`src/rtl/axi4_mmio_master_pkg.sv`:
```
// Shared types and constants for the single-outstanding AXI4 MMIO initiator.
package axi4_mmio_pkg;

  localparam int MMIO_ADDR_W = 31;
  localparam int MMIO_DATA_W = 64;
  localparam int MMIO_ID_W   = 4;
  localparam int MMIO_STRB_W = MMIO_DATA_W / 8;

  // Transaction sequencer states
  typedef enum logic [2:0] {
    ST_IDLE  = 3'd0,
    ST_WR    = 3'd1,
    ST_WR_B  = 3'd2,
    ST_RD_AR = 3'd3,
    ST_RD_R  = 3'd4,
    ST_RESP  = 3'd5
  } state_t;

  // Response codes returned on the command port
  localparam logic [1:0] RC_OK       = 2'd0;
  localparam logic [1:0] RC_MISALIGN = 2'd1;
  localparam logic [1:0] RC_BUSERR   = 2'd2;
  localparam logic [1:0] RC_PROTO    = 2'd3;

  localparam logic [1:0] AXI_BURST_INCR = 2'b01;

  localparam logic [1:0] AXI_RESP_OKAY   = 2'b00;
  localparam logic [1:0] AXI_RESP_EXOKAY = 2'b01;
  localparam logic [1:0] AXI_RESP_SLVERR = 2'b10;
  localparam logic [1:0] AXI_RESP_DECERR = 2'b11;

  // An access is misaligned when its size exceeds the 64-bit bus or when any
  // address bit below the access size is set.
  function automatic logic is_misaligned(input logic [2:0] addr_lo, input logic [2:0] size);
    logic [3:0] span;
    logic [2:0] mask;
    span = 4'd1 << size[1:0];
    mask = span[2:0] - 3'd1;
    if (size > 3'd3) begin
      return 1'b1;
    end
    return (addr_lo & mask) != 3'd0;
  endfunction

endpackage

```
`src/rtl/axi4_mmio_master_if.sv`:
```
// AXI4 single-beat bus between the MMIO initiator and the peripheral crossbar.
// Handshake rule for every channel: a beat transfers on a rising clock edge
// where valid and ready are both high; the source holds valid and payload
// stable until that edge and never waits on ready before raising valid.
interface axi4_mmio_master_if
  import axi4_mmio_pkg::*;
#(
  parameter int ADDR_W = MMIO_ADDR_W,
  parameter int DATA_W = MMIO_DATA_W,
  parameter int ID_W   = MMIO_ID_W
) ();
  localparam int STRB_W = DATA_W / 8;

  logic              aw_valid;
  logic              aw_ready;
  logic [ID_W-1:0]   aw_id;
  logic [ADDR_W-1:0] aw_addr;
  logic [7:0]        aw_len;
  logic [2:0]        aw_size;
  logic [1:0]        aw_burst;

  logic              w_valid;
  logic              w_ready;
  logic [DATA_W-1:0] w_data;
  logic [STRB_W-1:0] w_strb;
  logic              w_last;

  logic              b_valid;
  logic              b_ready;
  logic [ID_W-1:0]   b_id;
  logic [1:0]        b_resp;

  logic              ar_valid;
  logic              ar_ready;
  logic [ID_W-1:0]   ar_id;
  logic [ADDR_W-1:0] ar_addr;
  logic [7:0]        ar_len;
  logic [2:0]        ar_size;
  logic [1:0]        ar_burst;

  logic              r_valid;
  logic              r_ready;
  logic [ID_W-1:0]   r_id;
  logic [DATA_W-1:0] r_data;
  logic [1:0]        r_resp;
  logic              r_last;

  modport master (
    output aw_valid, aw_id, aw_addr, aw_len, aw_size, aw_burst,
    input  aw_ready,
    output w_valid, w_data, w_strb, w_last,
    input  w_ready,
    input  b_valid, b_id, b_resp,
    output b_ready,
    output ar_valid, ar_id, ar_addr, ar_len, ar_size, ar_burst,
    input  ar_ready,
    input  r_valid, r_id, r_data, r_resp, r_last,
    output r_ready
  );

  modport slave (
    input  aw_valid, aw_id, aw_addr, aw_len, aw_size, aw_burst,
    output aw_ready,
    input  w_valid, w_data, w_strb, w_last,
    output w_ready,
    output b_valid, b_id, b_resp,
    input  b_ready,
    input  ar_valid, ar_id, ar_addr, ar_len, ar_size, ar_burst,
    output ar_ready,
    output r_valid, r_id, r_data, r_resp, r_last,
    input  r_ready
  );

endinterface

```
`src/rtl/axi4_mmio_master.sv`:
```
// Single-outstanding AXI4 initiator: one command in, one single-beat AXI
// read or write out, one response back. All bus outputs come from flops.
module axi4_mmio_master
  import axi4_mmio_pkg::*;
#(
  parameter int              ADDR_W = MMIO_ADDR_W,
  parameter int              DATA_W = MMIO_DATA_W,
  parameter int              ID_W   = MMIO_ID_W,
  parameter logic [ID_W-1:0] AXI_ID = '0,
  localparam int             STRB_W = DATA_W / 8
) (
  input  logic               clock,
  input  logic               reset,
  input  logic               req_valid,
  output logic               req_ready,
  input  logic               req_write,
  input  logic [ADDR_W-1:0]  req_addr,
  input  logic [2:0]         req_size,
  input  logic [DATA_W-1:0]  req_wdata,
  input  logic [STRB_W-1:0]  req_wstrb,
  output logic               resp_valid,
  input  logic               resp_ready,
  output logic [DATA_W-1:0]  resp_rdata,
  output logic               resp_err,
  output logic [1:0]         resp_code,
  axi4_mmio_master_if.master m_axi4,
  output state_t             dbg_state
);

  state_t              state_q, state_d;
  logic                aw_valid_q, aw_valid_d;
  logic                w_valid_q, w_valid_d;
  logic                ar_valid_q, ar_valid_d;
  logic                b_ready_q, b_ready_d;
  logic                r_ready_q, r_ready_d;
  logic [ADDR_W-1:0]   addr_q, addr_d;
  logic [2:0]          size_q, size_d;
  logic [DATA_W-1:0]   wdata_q, wdata_d;
  logic [STRB_W-1:0]   wstrb_q, wstrb_d;
  logic [DATA_W-1:0]   rdata_q, rdata_d;
  logic [1:0]          code_q, code_d;

  logic                aw_done;
  logic                w_done;
  logic [1:0]          b_code;
  logic [1:0]          r_code;

  // AW and W complete independently; a channel is done once its valid has
  // dropped or its handshake lands this cycle.
  assign aw_done = !aw_valid_q || m_axi4.aw_ready;
  assign w_done  = !w_valid_q  || m_axi4.w_ready;

  // Classify the write response: wrong ID beats a bus error.
  always_comb begin
    b_code = RC_OK;
    if (m_axi4.b_id != AXI_ID) begin
      b_code = RC_PROTO;
    end else if (m_axi4.b_resp == AXI_RESP_SLVERR || m_axi4.b_resp == AXI_RESP_DECERR) begin
      b_code = RC_BUSERR;
    end
  end

  // Classify the read beat: wrong ID or missing last beats a bus error.
  always_comb begin
    r_code = RC_OK;
    if (m_axi4.r_id != AXI_ID || !m_axi4.r_last) begin
      r_code = RC_PROTO;
    end else if (m_axi4.r_resp == AXI_RESP_SLVERR || m_axi4.r_resp == AXI_RESP_DECERR) begin
      r_code = RC_BUSERR;
    end
  end

  // State and datapath registers with synchronous reset.
  always_ff @(posedge clock) begin
    if (reset) begin
      state_q    <= ST_IDLE;
      aw_valid_q <= 1'b0;
      w_valid_q  <= 1'b0;
      ar_valid_q <= 1'b0;
      b_ready_q  <= 1'b0;
      r_ready_q  <= 1'b0;
      addr_q     <= '0;
      size_q     <= '0;
      wdata_q    <= '0;
      wstrb_q    <= '0;
      rdata_q    <= '0;
      code_q     <= RC_OK;
    end else begin
      state_q    <= state_d;
      aw_valid_q <= aw_valid_d;
      w_valid_q  <= w_valid_d;
      ar_valid_q <= ar_valid_d;
      b_ready_q  <= b_ready_d;
      r_ready_q  <= r_ready_d;
      addr_q     <= addr_d;
      size_q     <= size_d;
      wdata_q    <= wdata_d;
      wstrb_q    <= wstrb_d;
      rdata_q    <= rdata_d;
      code_q     <= code_d;
    end
  end

  // Next-state and next-register values for the transaction sequencer.
  always_comb begin
    state_d    = state_q;
    aw_valid_d = aw_valid_q;
    w_valid_d  = w_valid_q;
    ar_valid_d = ar_valid_q;
    b_ready_d  = b_ready_q;
    r_ready_d  = r_ready_q;
    addr_d     = addr_q;
    size_d     = size_q;
    wdata_d    = wdata_q;
    wstrb_d    = wstrb_q;
    rdata_d    = rdata_q;
    code_d     = code_q;
    unique case (state_q)
      ST_IDLE: begin
        if (req_valid) begin
          addr_d  = req_addr;
          size_d  = req_size;
          wdata_d = req_wdata;
          wstrb_d = req_wstrb;
          rdata_d = '0;
          code_d  = RC_OK;
          if (is_misaligned(req_addr[2:0], req_size)) begin
            code_d  = RC_MISALIGN;
            state_d = ST_RESP;
          end else if (req_write) begin
            aw_valid_d = 1'b1;
            w_valid_d  = 1'b1;
            state_d    = ST_WR;
          end else begin
            ar_valid_d = 1'b1;
            state_d    = ST_RD_AR;
          end
        end
      end
      ST_WR: begin
        if (aw_valid_q && m_axi4.aw_ready) begin
          aw_valid_d = 1'b0;
        end
        if (w_valid_q && m_axi4.w_ready) begin
          w_valid_d = 1'b0;
        end
        if (aw_done && w_done) begin
          b_ready_d = 1'b1;
          state_d   = ST_WR_B;
        end
      end
      ST_WR_B: begin
        if (m_axi4.b_valid) begin
          b_ready_d = 1'b0;
          code_d    = b_code;
          state_d   = ST_RESP;
        end
      end
      ST_RD_AR: begin
        if (m_axi4.ar_ready) begin
          ar_valid_d = 1'b0;
          r_ready_d  = 1'b1;
          state_d    = ST_RD_R;
        end
      end
      ST_RD_R: begin
        if (m_axi4.r_valid) begin
          r_ready_d = 1'b0;
          code_d    = r_code;
          rdata_d   = (r_code == RC_OK) ? m_axi4.r_data : '0;
          state_d   = ST_RESP;
        end
      end
      ST_RESP: begin
        if (resp_ready) begin
          code_d  = RC_OK;
          rdata_d = '0;
          state_d = ST_IDLE;
        end
      end
      default: begin
        state_d = ST_IDLE;
      end
    endcase
  end

  // Command-port outputs decoded from the current state.
  always_comb begin
    req_ready  = (state_q == ST_IDLE);
    resp_valid = (state_q == ST_RESP);
    resp_code  = code_q;
    resp_err   = (code_q != RC_OK);
    resp_rdata = rdata_q;
    dbg_state  = state_q;
  end

  // Bus channels: fixed single-beat INCR bursts carrying the latched command.
  assign m_axi4.aw_valid = aw_valid_q;
  assign m_axi4.aw_id    = AXI_ID;
  assign m_axi4.aw_addr  = addr_q;
  assign m_axi4.aw_len   = 8'd0;
  assign m_axi4.aw_size  = size_q;
  assign m_axi4.aw_burst = AXI_BURST_INCR;
  assign m_axi4.w_valid  = w_valid_q;
  assign m_axi4.w_data   = wdata_q;
  assign m_axi4.w_strb   = wstrb_q;
  assign m_axi4.w_last   = 1'b1;
  assign m_axi4.b_ready  = b_ready_q;
  assign m_axi4.ar_valid = ar_valid_q;
  assign m_axi4.ar_id    = AXI_ID;
  assign m_axi4.ar_addr  = addr_q;
  assign m_axi4.ar_len   = 8'd0;
  assign m_axi4.ar_size  = size_q;
  assign m_axi4.ar_burst = AXI_BURST_INCR;
  assign m_axi4.r_ready  = r_ready_q;

endmodule

```
`src/flat_wrapper.sv`:
```
// flat-port wrapper written by rule: the top's interface ports become plain ports
module axi4_mmio_master_flat import axi4_mmio_pkg::*;
#(
  parameter int              ADDR_W = MMIO_ADDR_W,
  parameter int              DATA_W = MMIO_DATA_W,
  parameter int              ID_W   = MMIO_ID_W,
  parameter logic [ID_W-1:0] AXI_ID = '0,
  localparam int             STRB_W = DATA_W / 8
)
  (clock, reset, req_valid, req_ready, req_write, req_addr, req_size, req_wdata, req_wstrb, resp_valid, resp_ready, resp_rdata, resp_err, resp_code, dbg_state, m_axi4_aw_valid, m_axi4_aw_id, m_axi4_aw_addr, m_axi4_aw_len, m_axi4_aw_size, m_axi4_aw_burst, m_axi4_aw_ready, m_axi4_w_valid, m_axi4_w_data, m_axi4_w_strb, m_axi4_w_last, m_axi4_w_ready, m_axi4_b_valid, m_axi4_b_id, m_axi4_b_resp, m_axi4_b_ready, m_axi4_ar_valid, m_axi4_ar_id, m_axi4_ar_addr, m_axi4_ar_len, m_axi4_ar_size, m_axi4_ar_burst, m_axi4_ar_ready, m_axi4_r_valid, m_axi4_r_id, m_axi4_r_data, m_axi4_r_resp, m_axi4_r_last, m_axi4_r_ready);
  axi4_mmio_master_if #(.ADDR_W(ADDR_W), .DATA_W(DATA_W), .ID_W(ID_W)) m_axi4_i ();
  input  logic clock;
  input  logic reset;
  input  logic req_valid;
  output logic req_ready;
  input  logic req_write;
  input  logic [ADDR_W-1:0] req_addr;
  input  logic [2:0] req_size;
  input  logic [DATA_W-1:0] req_wdata;
  input  logic [STRB_W-1:0] req_wstrb;
  output logic resp_valid;
  input  logic resp_ready;
  output logic [DATA_W-1:0] resp_rdata;
  output logic resp_err;
  output logic [1:0] resp_code;
  output state_t dbg_state;
  output wire logic [$bits(m_axi4_i.aw_valid)-1:0] m_axi4_aw_valid;
  output wire logic [$bits(m_axi4_i.aw_id)-1:0] m_axi4_aw_id;
  output wire logic [$bits(m_axi4_i.aw_addr)-1:0] m_axi4_aw_addr;
  output wire logic [$bits(m_axi4_i.aw_len)-1:0] m_axi4_aw_len;
  output wire logic [$bits(m_axi4_i.aw_size)-1:0] m_axi4_aw_size;
  output wire logic [$bits(m_axi4_i.aw_burst)-1:0] m_axi4_aw_burst;
  input wire logic [$bits(m_axi4_i.aw_ready)-1:0] m_axi4_aw_ready;
  output wire logic [$bits(m_axi4_i.w_valid)-1:0] m_axi4_w_valid;
  output wire logic [$bits(m_axi4_i.w_data)-1:0] m_axi4_w_data;
  output wire logic [$bits(m_axi4_i.w_strb)-1:0] m_axi4_w_strb;
  output wire logic [$bits(m_axi4_i.w_last)-1:0] m_axi4_w_last;
  input wire logic [$bits(m_axi4_i.w_ready)-1:0] m_axi4_w_ready;
  input wire logic [$bits(m_axi4_i.b_valid)-1:0] m_axi4_b_valid;
  input wire logic [$bits(m_axi4_i.b_id)-1:0] m_axi4_b_id;
  input wire logic [$bits(m_axi4_i.b_resp)-1:0] m_axi4_b_resp;
  output wire logic [$bits(m_axi4_i.b_ready)-1:0] m_axi4_b_ready;
  output wire logic [$bits(m_axi4_i.ar_valid)-1:0] m_axi4_ar_valid;
  output wire logic [$bits(m_axi4_i.ar_id)-1:0] m_axi4_ar_id;
  output wire logic [$bits(m_axi4_i.ar_addr)-1:0] m_axi4_ar_addr;
  output wire logic [$bits(m_axi4_i.ar_len)-1:0] m_axi4_ar_len;
  output wire logic [$bits(m_axi4_i.ar_size)-1:0] m_axi4_ar_size;
  output wire logic [$bits(m_axi4_i.ar_burst)-1:0] m_axi4_ar_burst;
  input wire logic [$bits(m_axi4_i.ar_ready)-1:0] m_axi4_ar_ready;
  input wire logic [$bits(m_axi4_i.r_valid)-1:0] m_axi4_r_valid;
  input wire logic [$bits(m_axi4_i.r_id)-1:0] m_axi4_r_id;
  input wire logic [$bits(m_axi4_i.r_data)-1:0] m_axi4_r_data;
  input wire logic [$bits(m_axi4_i.r_resp)-1:0] m_axi4_r_resp;
  input wire logic [$bits(m_axi4_i.r_last)-1:0] m_axi4_r_last;
  output wire logic [$bits(m_axi4_i.r_ready)-1:0] m_axi4_r_ready;
  assign m_axi4_aw_valid = m_axi4_i.aw_valid;
  assign m_axi4_aw_id = m_axi4_i.aw_id;
  assign m_axi4_aw_addr = m_axi4_i.aw_addr;
  assign m_axi4_aw_len = m_axi4_i.aw_len;
  assign m_axi4_aw_size = m_axi4_i.aw_size;
  assign m_axi4_aw_burst = m_axi4_i.aw_burst;
  assign m_axi4_i.aw_ready = m_axi4_aw_ready;
  assign m_axi4_w_valid = m_axi4_i.w_valid;
  assign m_axi4_w_data = m_axi4_i.w_data;
  assign m_axi4_w_strb = m_axi4_i.w_strb;
  assign m_axi4_w_last = m_axi4_i.w_last;
  assign m_axi4_i.w_ready = m_axi4_w_ready;
  assign m_axi4_i.b_valid = m_axi4_b_valid;
  assign m_axi4_i.b_id = m_axi4_b_id;
  assign m_axi4_i.b_resp = m_axi4_b_resp;
  assign m_axi4_b_ready = m_axi4_i.b_ready;
  assign m_axi4_ar_valid = m_axi4_i.ar_valid;
  assign m_axi4_ar_id = m_axi4_i.ar_id;
  assign m_axi4_ar_addr = m_axi4_i.ar_addr;
  assign m_axi4_ar_len = m_axi4_i.ar_len;
  assign m_axi4_ar_size = m_axi4_i.ar_size;
  assign m_axi4_ar_burst = m_axi4_i.ar_burst;
  assign m_axi4_i.ar_ready = m_axi4_ar_ready;
  assign m_axi4_i.r_valid = m_axi4_r_valid;
  assign m_axi4_i.r_id = m_axi4_r_id;
  assign m_axi4_i.r_data = m_axi4_r_data;
  assign m_axi4_i.r_resp = m_axi4_r_resp;
  assign m_axi4_i.r_last = m_axi4_r_last;
  assign m_axi4_r_ready = m_axi4_i.r_ready;
  axi4_mmio_master #(.ADDR_W(ADDR_W), .DATA_W(DATA_W), .ID_W(ID_W), .AXI_ID(AXI_ID)) u_core (.clock(clock), .reset(reset), .req_valid(req_valid), .req_ready(req_ready), .req_write(req_write), .req_addr(req_addr), .req_size(req_size), .req_wdata(req_wdata), .req_wstrb(req_wstrb), .resp_valid(resp_valid), .resp_ready(resp_ready), .resp_rdata(resp_rdata), .resp_err(resp_err), .resp_code(resp_code), .m_axi4(m_axi4_i), .dbg_state(dbg_state));
endmodule
```
`config.mk`:
```
export PLATFORM = sky130hd
export DESIGN_NAME = axi4_mmio_master_flat
export DESIGN_NICKNAME = d
export VERILOG_FILES = /design/src/rtl/axi4_mmio_master_pkg.sv /design/src/rtl/axi4_mmio_master_if.sv /design/src/rtl/axi4_mmio_master.sv /design/src/flat_wrapper.sv
export SDC_FILE = /design/constraint.sdc
export NUM_CORES = 1
export LEC_CHECK = 0
export CAP_MARGIN = 20
export CORE_AREA = 2 2 171 173
export DETAILED_ROUTE_END_ITERATION = 6
export DIE_AREA = 0 0 173 175
export SYNTH_ARGS = -nofsm -noshare
export SYNTH_HDL_FRONTEND = slang
export SYNTH_SLANG_ARGS = --single-unit
export TNS_END_PERCENT = 10
```
`constraint.sdc`:
```
create_clock -name clock -period 1.75 [get_ports clock]
set_input_delay 0.35 -clock clock [delete_from_list [all_inputs] [get_ports clock]]
set_output_delay 0.35 -clock clock [all_outputs]
set_load 0.02 [all_outputs]
```
==> results of run 1 <==
## worst max-delay path by stage
| stage | start | end | cells past startpoint |
|---|---|---|---|
| floorplan | u_core.dbg_state[0] | u_core.resp_rdata[20] | 7 |
| global placement | m_axi4_r_id[0] | u_core.resp_rdata[53] | 6 |
| detailed placement | m_axi4_r_id[0] | u_core.resp_rdata[57] | 6 |
| CTS | u_core.dbg_state[2] | resp_valid | 3 |
| global route | u_core.resp_rdata[28] | resp_rdata[28] | 1 |
| finish | u_core.m_axi4.w_data[54] | m_axi4_w_data[54] | 1 |
## kinds of logic (layout without fill, tap and decap cells)
family | Yosys count | in the layout | synth area share [%]
simple gates | 320 | 320 | 21.99
compound gates | 257 | 257 | 17.82
flops | 180 | 180 | 48.31
buf+inv | 149 | 488 | 11.49
other cells | 2 | 31 | 0.1007
mux | 2 | 2 | 0.2852
## registers in the layout, indices dropped and copies added, names as in the netlist
signal                  flops
u_core.dbg_state            3
u_core.m_axi4.ar_addr      31
u_core.m_axi4.ar_size       3
u_core.m_axi4.ar_valid      1
u_core.m_axi4.aw_valid      1
u_core.m_axi4.b_ready       1
u_core.m_axi4.r_ready       1
u_core.m_axi4.w_data       64
u_core.m_axi4.w_strb        8
u_core.m_axi4.w_valid       1
u_core.resp_code            2
u_core.resp_rdata          64
## timing repair
| action | 4_1_cts | 5_1_grt |
|---|---|---|
| buffers inserted | 0 | 1 |
| pin swaps | 0 | 5 |
| resized for setup | 182 | 47 |
| endpoints found under the setup margin | 176 | 63 |
| hold buffers | 0 | 0 |
## worst reg2reg max path: stages, from the launching register on
cell	delay, ns
sky130_fd_sc_hd__dfxtp_4	0.37
sky130_fd_sc_hd__buf_6	0.14
sky130_fd_sc_hd__nor3_4	0.23
sky130_fd_sc_hd__buf_4	0.16
sky130_fd_sc_hd__nand2_4	0.05
sky130_fd_sc_hd__or4_4	0.53
sky130_fd_sc_hd__a21oi_2	0.14
## per-stage QoR
stage          setup TNS, ns  power, W  std cells  util (%)
2_1_floorplan        -0.9897  0.006789        937         -
3_3_place_gp          -18.80  0.008597       1627     41.50
3_5_place_dp          -22.35  0.008627       1627     41.50
4_1_cts             -0.04542   0.01222       1659     42.82
5_1_grt                    0   0.01269       1660     43.23
6_report                   0   0.01207       1662     43.25
## Yosys cell counts (2+ instances only)
master and count:
sky130_fd_sc_hd__clkbuf_1 45, sky130_fd_sc_hd__nand4b_1 65, sky130_fd_sc_hd__inv_1 4, sky130_fd_sc_hd__conb_1 2
sky130_fd_sc_hd__buf_2 31, sky130_fd_sc_hd__nand3b_1 3, sky130_fd_sc_hd__nor2b_1 7, sky130_fd_sc_hd__a31oi_1 2
sky130_fd_sc_hd__nor2_1 5, sky130_fd_sc_hd__a21o_1 2, sky130_fd_sc_hd__o21ai_0 66, sky130_fd_sc_hd__and2_1 2
sky130_fd_sc_hd__a221oi_1 3, sky130_fd_sc_hd__buf_4 69, sky130_fd_sc_hd__nor3b_2 2, sky130_fd_sc_hd__nand2b_1 2
sky130_fd_sc_hd__dfxtp_1 180, sky130_fd_sc_hd__a21oi_1 176, sky130_fd_sc_hd__a21oi_2 2, sky130_fd_sc_hd__nand2_1 222
## area by class of cell
type / count / area, um2 / share of cell area [%]
antenna: 2 / 5.005 / 0.04076
clock buffer: 18 / 439.2 / 3.577
clock inverter: 14 / 145.1 / 1.182
inverter: 4 / 15.01 / 0.1223
multi-input combinational: 608 / 3133 / 25.51
sequential: 180 / 3611 / 29.41
tap: 384 / 480.5 / 3.913
timing repair buffer: 452 / 4451 / 36.24
## per-layer routing
metal,track usage [%],part of all wire (%)
met1,20.62,42
met2,29.53,48
met3,5.178,6.4
met4,7.097,3.3
met5,0,0.047
## power breakdown
group | switching, W | internal, W | leakage, nW | total [W]
registers | 0.000195 | 0.00443 | 1.47 | 0.00462
logic | 0.00210 | 0.00153 | 3.99 | 0.00363
clock network | 0.00188 | 0.00193 | 0.283 | 0.00381
total | 0.00418 | 0.00789 | 5.74 | 0.0121
==> results.md, run 1 <==
### Status
* **result of the run** complete, no violations

### Synth
* **number of warnings reported in the yosys synthesis log** 0
* **number of distinct library cells after synthesis** 40
* **Synth top area share** 48.31%
* **Netlist Area Pre-Place** 0.007458 mm2
* **cell type contributing the most total cell area after synthesis** sky130_fd_sc_hd__dfxtp_1
* **mean area per synthesized cell** 8.196 um2
* **post-synthesis sequential element count** 180
* **cell types with the largest area share after synthesis** sky130_fd_sc_hd__dfxtp_1 48%, sky130_fd_sc_hd__a21oi_1 12%, sky130_fd_sc_hd__nand2_1 11%
* **synthesized instance count** 910
* **fraction of registers with async set or reset after synthesis** 0%
* **proportion of synthesized chip area in sequential cells** 48.31%
* **most common flop cell mapped by yosys** sky130_fd_sc_hd__dfxtp_1
* **Post-synth EDFFs** 0

### STA
* **Max Clock Freq** 587.0 MHz
* **Final setup violation count** 0
* **setup repair after global routing missed its margin** false
* **final number of hold-violating endpoints** 0
* **PnR worst setup slack** 0.04646 ns
* **shortest period the worst path allows** 1.704 ns
* **number of pins exceeding their max-slew limit in the final report** 0
* **worst clock skew on the final layout** 0.009053 ns
* **Min Hold Slack** 0.2826 ns
* **share of the clock period used by the worst path after layout** 97.35%

### Placement
* **# port buffers** 407
* **detailed placement HPWL** 19840 um
* **final weighted congestion of routability-driven global placement** 0.8529
* **Placed Instance Area** 0.01178 mm2
* **pre-CTS WS** -0.3311 ns

### Critical path
* **critical path, cell by cell** clkdlybuf4s50_1
* **crit path DAT** 1.35 ns
* **Buffers & Inverters on Critical Path** 1
* **gate family responsible for the most delay along the worst path** buffers and inverters
* **cell with the biggest individual delay on the critical path** sky130_fd_sc_hd__clkdlybuf4s50_1
* **worst setup path category** flop to primary output
* **Worst Path Required** 1.40 ns
* **R2R Setup Slk** 0.08 ns
* **startpoint of the lowest-slack register-to-register path** u_core.dbg_state[1]
* **reg2reg path depth** 6
* **Slowest Stage Delay on Critical Path** 0.61 ns
* **Reg2Reg Capture Point** u_core.m_axi4.w_valid
* **Critical Path Fanout Max** 2
* **startpoint class of the critical path** flop
* **sort of element at the end of the critical path** primary output

### Pwr
* **leakage** 5.739 nW
* **maximum vdd ir drop** 0.0004789 V
* **power per cell area** 982.9 mW/mm2

### CTS
* **register clock-pin slew on the reported worst setup and hold paths** 0.07 ns
* **buffer type at the clock tree root** sky130_fd_sc_hd__clkbuf_16
* **TritonCTS buffer count** 17
* **Sinks on Clock Net** 180
* **deepest clock path buffer count** 2
* **clock insertion delay at the later pin of the skew report** 0.43 ns
* **clock tree from TritonCTS** built
* **H-tree depth reported by CTS** 4

### Floorplan
* **core box area** 0.02839 mm2
* **Starting Density** 26.27%
* **Die Wd** 173 um
* **Die Y** 175 um
* **die area** 0.03028 mm2
* **# rows** 62
* **# IOs** 439

### Finish
* **most frequent cells in the layout** 222 x sky130_fd_sc_hd__nand2_1, 192 x sky130_fd_sc_hd__clkdlybuf4s50_1, 178 x sky130_fd_sc_hd__dfxtp_1, 175 x sky130_fd_sc_hd__a21oi_1, 171 x sky130_fd_sc_hd__dlygate4sd2_1
* **share of post-route cells with drive strength above 1** 7.524%
* **post-layout instance area** 0.01228 mm2
* **layout overhead on the synthesized area** 64.64%
* **most common cell after layout, fill and taps aside** sky130_fd_sc_hd__nand2_1
* **Nets** 1456
* **number of filler cells placed in the layout** 2923

### GRT
* **vias in the first global route** 7347
* **initial antenna violation count** 3
* **pin count of the biggest net entering global routing** 75
* **overall global routing resource usage** 17.43%
* **Overflow after GRT** 0
* **wire length of the first global-routing pass** 41650 um

### Routing
* **number of vias in the routed layout** 7639
* **Detailed Routing Iterations Pass 1** 4
* **number of remaining DRC errors** 0
* **Post-DRT Antenna Nets** 0
* **final wirelength** 27570 um
* **starting DRC count in detailed routing** 351
* **average via count per standard cell** 4.596
* **average routed wire per standard cell** 16.59 um

### Hold path
* **worst hold path startpoint** reset
* **class of the most critical hold timing path** input port to flop
* **depth of the worst hold-timing path** 2
* **hold endpoint** u_core.resp_rdata[54]

### Job
* **maxcap violations** 0

Power figures use the tool's default switching activity.
==> run 2: changes to the inputs <==
Settings changed: HOLD_SLACK_MARGIN set to 0.05, REMOVE_ABC_BUFFERS set to 1.
==> run 2 against run 1 <==
  * Clock-buffer cell count increased by 2
  * First-iteration DRC count increased by 13%
  * Critical endpoint is now m_axi4_w_data[21]
  * Final area increased by 0.15%
  * Largest power group unchanged
==> results.md, run 2 (synthesized netlist as in run 1, its figures left out) <==
### Critical path
* **Critical Path Fanout Max** 2
* **startpoint class of the critical path** flop
* **reg2reg path depth** 5
* **Reg2Reg Capture Point** u_core.resp_rdata[18]
* **sort of element at the end of the critical path** primary output
* **cell with the biggest individual delay on the critical path** sky130_fd_sc_hd__clkdlybuf4s50_1
* **R2R Setup Slk** 0.12 ns
* **critical path, cell by cell** clkdlybuf4s50_1
* **Buffers & Inverters on Critical Path** 1
* **startpoint of the lowest-slack register-to-register path** u_core.dbg_state[0]
* **crit path DAT** 1.36 ns
* **Worst Path Required** 1.40 ns
* **gate family responsible for the most delay along the worst path** buffers and inverters
* **worst setup path category** flop to primary output
* **Slowest Stage Delay on Critical Path** 0.62 ns

### Floorplan
* **Die Y** 175 um
* **core box area** 0.02839 mm2
* **Die Wd** 173 um
* **Starting Density** 26.27%
* **# rows** 62
* **# IOs** 439
* **die area** 0.03028 mm2

### CTS
* **post-cts hold buffer count** 0
* **H-tree depth reported by CTS** 4
* **buffer type at the clock tree root** sky130_fd_sc_hd__clkbuf_16
* **Sinks on Clock Net** 180
* **number of post-CTS setup repair buffers** 0
* **clock insertion delay at the later pin of the skew report** 0.43 ns
* **register clock-pin slew on the reported worst setup and hold paths** 0.07 ns
* **clock tree from TritonCTS** built
* **deepest clock path buffer count** 2
* **TritonCTS buffer count** 17

### GRT
* **vias in the first global route** 7295
* **overall global routing resource usage** 17.41%
* **wire length of the first global-routing pass** 41480 um
* **initial antenna violation count** 3
* **Overflow after GRT** 0
* **pin count of the biggest net entering global routing** 131

### Hold path
* **hold endpoint** u_core.resp_rdata[53]
* **worst hold path startpoint** reset
* **depth of the worst hold-timing path** 2
* **class of the most critical hold timing path** input port to flop

### Pwr
* **maximum vdd ir drop** 0.0005472 V
* **leakage** 5.680 nW
* **power per cell area** 985.8 mW/mm2

### Placement
* **detailed placement HPWL** 19810 um
* **final weighted congestion of routability-driven global placement** 0.7824
* **# port buffers** 407
* **number of placed instances with taps included** 1632

### STA
* **number of pins exceeding their max-slew limit in the final report** 0
* **final number of hold-violating endpoints** 0
* **share of the clock period used by the worst path after layout** 97.90%
* **shortest period the worst path allows** 1.713 ns
* **setup repair after global routing missed its margin** true
* **Final setup violation count** 0
* **worst clock skew on the final layout** 0.01096 ns
* **Max Clock Freq** 583.7 MHz

### Finish
* **number of filler cells placed in the layout** 2950
* **total area of multi-input combinational cells** 0.003147 mm2
* **share of post-route cells with drive strength above 1** 8.131%
* **layout overhead on the synthesized area** 64.89%
* **register cell area after layout** 0.003615 mm2
* **most common cell after layout, fill and taps aside** sky130_fd_sc_hd__nand2_1
* **most frequent cells in the layout** 222 x sky130_fd_sc_hd__nand2_1, 193 x sky130_fd_sc_hd__clkdlybuf4s50_1, 177 x sky130_fd_sc_hd__dfxtp_1, 175 x sky130_fd_sc_hd__dlygate4sd2_1, 171 x sky130_fd_sc_hd__a21oi_1
* **Nets** 1460
* **Post-Route Utilization** 43.31%
* **Cell Count, Final, Fillers Out** 1666

### Routing
* **number of vias in the routed layout** 7590
* **starting DRC count in detailed routing** 396
* **Post-DRT Antenna Nets** 0
* **number of remaining DRC errors** 0
* **average via count per standard cell** 4.556
* **average routed wire per standard cell** 16.41 um
* **final wirelength** 27340 um
* **Detailed Routing Iterations Pass 1** 6

### Status
* **result of the run** complete, no violations

### Job
* **maxcap violations** 0

==> run 2: changes by cell type in the layout (fill, tap and decap cells not counted), moves of 4 or more <==
cell                             before  now
sky130_fd_sc_hd__dlymetal6s2s_1      38   33
sky130_fd_sc_hd__dlygate4sd2_1      171  175
sky130_fd_sc_hd__a21oi_2              2    6
sky130_fd_sc_hd__a21oi_1            175  171
sky130_fd_sc_hd__clkinv_4             5    1
sky130_fd_sc_hd__buf_4               31   35
==> run 2: report_power, final <==
part / internal [W] / switching [W]
clock network: 0.00215 / 0.00176
registers: 0.00443 / 0.000209
logic: 0.00152 / 0.00205
total: 0.00810 / 0.00402
==> run 2: how the worst max path moves through the flow <==
stage,to,slack (ns),from,depth (start not counted)
final,m_axi4_w_data[21],0.04,u_core.m_axi4.w_data[21],1
after global routing,m_axi4_w_data[54],0.002,u_core.m_axi4.w_data[54],1
after CTS,resp_valid,-0.04,u_core.dbg_state[2],3
after detailed placement,u_core.resp_rdata[22],-0.30,m_axi4_r_id[1],7
after global placement,u_core.resp_rdata[22],-0.29,m_axi4_r_id[1],7
after floorplan,u_core.m_axi4.ar_addr[0],-2.31,u_core.dbg_state[1],4
==> run 2: final cells by class <==
cell class	count	share of cell area [%]
multi-input combinational	608	25.59
antenna	3	0.06104
clock inverter	11	1.038
sequential	180	29.39
timing repair buffer	456	36.26
inverter	4	0.1221
clock buffer	20	3.632
tap	384	3.907
==> run 2: stage by stage <==
stage	TNS, ns	setup slack [ns]	hold WS [ns]	instance area [um2]	total power (W)
2_1_floorplan	-366.63	-2.307	0.4124	6718	0.006382
3_3_place_gp	-17.82	-0.2898	0.4414	11830	0.008578
3_5_place_dp	-17.71	-0.2964	0.4457	11830	0.008610
4_1_cts	-0.03617	-0.03617	0.2347	12180	0.01229
5_1_grt	0	0.002210	0.2505	12290	0.01277
6_report	0	0.03683	0.2582	12300	0.01212
==> run 2: per-layer routing <==
layer	global-route usage (%)	wire length, um
met1	19.78	10850
met3	7.137	2606
met5	0	13
met2	29.97	13500
met4	5.049	361
==> run 2: repair_timing <==
action                                  in CTS  in global routing
gates cloned                                 0                  0
gates resized for setup                    184                 48
endpoints found under the setup margin     184                102
hold endpoints to repair                     0                  0
pin swaps                                    0                  3
==> run 3: changes to the inputs <==
Clock period 1.75 ns to 2.1 ns, I/O delays scaled along.
==> run 3 against run 2 <==
  * Clock skew down 0.00096 ns
  * First-iteration DRC count fell by 21%
  * Critical path type unchanged
  * Critical path depth increased by 1
==> results.md, run 3 (synthesized netlist as in run 1, its figures left out) <==
### Finish
* **Nets** 1441
* **Cell Count, Final, Fillers Out** 1646
* **most common cell after layout, fill and taps aside** sky130_fd_sc_hd__clkdlybuf4s50_1
* **share of post-route cells with drive strength above 1** 6.027%
* **post-layout instance area** 0.01220 mm2
* **layout overhead on the synthesized area** 63.56%
* **number of filler cells placed in the layout** 2847
* **most frequent cells in the layout** 404 x sky130_fd_sc_hd__clkdlybuf4s50_1, 222 x sky130_fd_sc_hd__nand2_1, 178 x sky130_fd_sc_hd__dfxtp_1, 175 x sky130_fd_sc_hd__a21oi_1, 66 x sky130_fd_sc_hd__o21ai_0

### GRT
* **overall global routing resource usage** 17.43%
* **pin count of the biggest net entering global routing** 83
* **wire length of the first global-routing pass** 41540 um
* **vias in the first global route** 7176
* **Overflow after GRT** 0
* **initial antenna violation count** 1

### Floorplan
* **core box area** 0.02839 mm2
* **Die Wd** 173 um
* **# IOs** 439
* **die area** 0.03028 mm2
* **Starting Density** 26.27%
* **Die Y** 175 um
* **# rows** 62

### Placement
* **detailed placement HPWL** 19760 um
* **final weighted congestion of routability-driven global placement** 0.7961
* **Placed Instance Area** 0.01166 mm2
* **number of placed instances with taps included** 1613
* **# port buffers** 407

### Pwr
* **clock share of power** 30.0%
* **maximum vdd ir drop** 0.0004876 V
* **overall power after layout** 0.01001 W
* **power per cell area** 820.2 mW/mm2
* **Flop pwr share** 38.7%
* **Pint** 0.006667 W
* **leakage** 4.202 nW
* **part of the total power dissipated in combinational logic** 31.3%
* **switching share of total power** 33.37%
* **switching pwr** 0.003339 W

### CTS
* **post-cts hold buffer count** 0
* **clock insertion delay at the later pin of the skew report** 0.42 ns
* **H-tree depth reported by CTS** 4
* **clock tree from TritonCTS** built
* **Sinks on Clock Net** 180
* **TritonCTS buffer count** 17
* **number of post-CTS setup repair buffers** 0
* **deepest clock path buffer count** 2
* **register clock-pin slew on the reported worst setup and hold paths** 0.07 ns
* **buffer type at the clock tree root** sky130_fd_sc_hd__clkbuf_16

### Critical path
* **startpoint class of the critical path** flop
* **crit path DAT** 1.59 ns
* **critical path, cell by cell** buf_4, clkdlybuf4s50_1
* **Buffers & Inverters on Critical Path** 2
* **Slowest Stage Delay on Critical Path** 0.64 ns
* **Worst Path Required** 1.68 ns
* **cell with the biggest individual delay on the critical path** sky130_fd_sc_hd__clkdlybuf4s50_1
* **worst setup path category** flop to primary output
* **gate family responsible for the most delay along the worst path** buffers and inverters
* **Critical Path Fanout Max** 15
* **sort of element at the end of the critical path** primary output

### STA
* **final number of hold-violating endpoints** 0
* **Final setup violation count** 0
* **worst clock skew on the final layout** 0.01000 ns
* **shortest period the worst path allows** 2.015 ns
* **setup repair after global routing missed its margin** false
* **number of pins exceeding their max-slew limit in the final report** 0
* **share of the clock period used by the worst path after layout** 95.94%
* **Max Clock Freq** 496.3 MHz
* **Setup TNS** 0 ns

### Routing
* **number of remaining DRC errors** 0
* **Detailed Routing Iterations Pass 1** 5
* **average routed wire per standard cell** 16.59 um
* **final wirelength** 27310 um
* **starting DRC count in detailed routing** 311
* **average via count per standard cell** 4.569
* **number of vias in the routed layout** 7521
* **Post-DRT Antenna Nets** 0

### Job
* **maxcap violations** 0

### Status
* **result of the run** complete, no violations

### Hold path
* **class of the most critical hold timing path** input port to flop

## run 3: routing by layer
metal / vias up / global-route usage [%] / part of all wire (%)
li1: 3683 / - / -
met1: 3522 / 19.74 / 39
met2: 301 / 30.42 / 50
met3: 15 / 7.115 / 9.4
met4: 0 / 4.449 / 1.1
met5: - / 0 / 0
## run 3: per-stage QoR
| step | utilization (%) | setup slack [ns] | hold slack, ns |
|---|---|---|---|
| global placement | 41.07 | 0.007191 | 0.4415 |
| global route | 42.96 | 0.007810 | 0.3867 |
| finish | 42.97 | 0.08525 | 0.3884 |
| CTS | 42.93 | 0.01493 | 0.3685 |
| detailed placement | 41.07 | -0.02602 | 0.4461 |
| floorplan | - | -1.957 | 0.4824 |
## run 3: worst reg2reg max path, stage by stage (launching register included)
cell and delay, ns:
sky130_fd_sc_hd__dfxtp_4 0.46, sky130_fd_sc_hd__buf_6 0.41, sky130_fd_sc_hd__buf_4 0.48, sky130_fd_sc_hd__nand4b_1 0.19
sky130_fd_sc_hd__a21oi_1 0.07
## run 3: final cells by class
class	instances	area, um2	share of cell area (%)
diodes	1	2.502	0.02051
clock buffers	21	450.4	3.692
clock inverters	11	80.08	0.6564
inverters	4	15.01	0.1231
multi-input cells	608	3123	25.60
flip-flops and latches	180	3608	29.58
well taps	384	480.5	3.938
repair buffers	437	4439	36.39
## run 3: power groups by stage
stage	logic, W	clock network (W)	registers [W]
after CTS	0.00317	0.00313	0.00387
after global routing	0.00337	0.00325	0.00391
after detailed placement	0.00317	0	0.00395
after global placement	0.00315	0	0.00394
after floorplan	0.000892	0	0.00443
final	0.00313	0.00300	0.00387
## run 3: what timing repair did
action	in CTS	in global routing
resized for setup	2	3
hold endpoints to repair	0	0
setup endpoints to repair	2	5
## run 3: final timing paths
check                      startpoint                       end  slack, ns  depth (start not counted)
min reg2reg  u_core.m_axi4.w_data[51]  u_core.m_axi4.w_data[51]       0.45                          2
max reg2reg       u_core.dbg_state[1]      u_core.resp_rdata[4]       0.36                          4
max               u_core.dbg_state[2]              dbg_state[2]       0.09                          2
min                             reset     u_core.resp_rdata[29]       0.39                          2
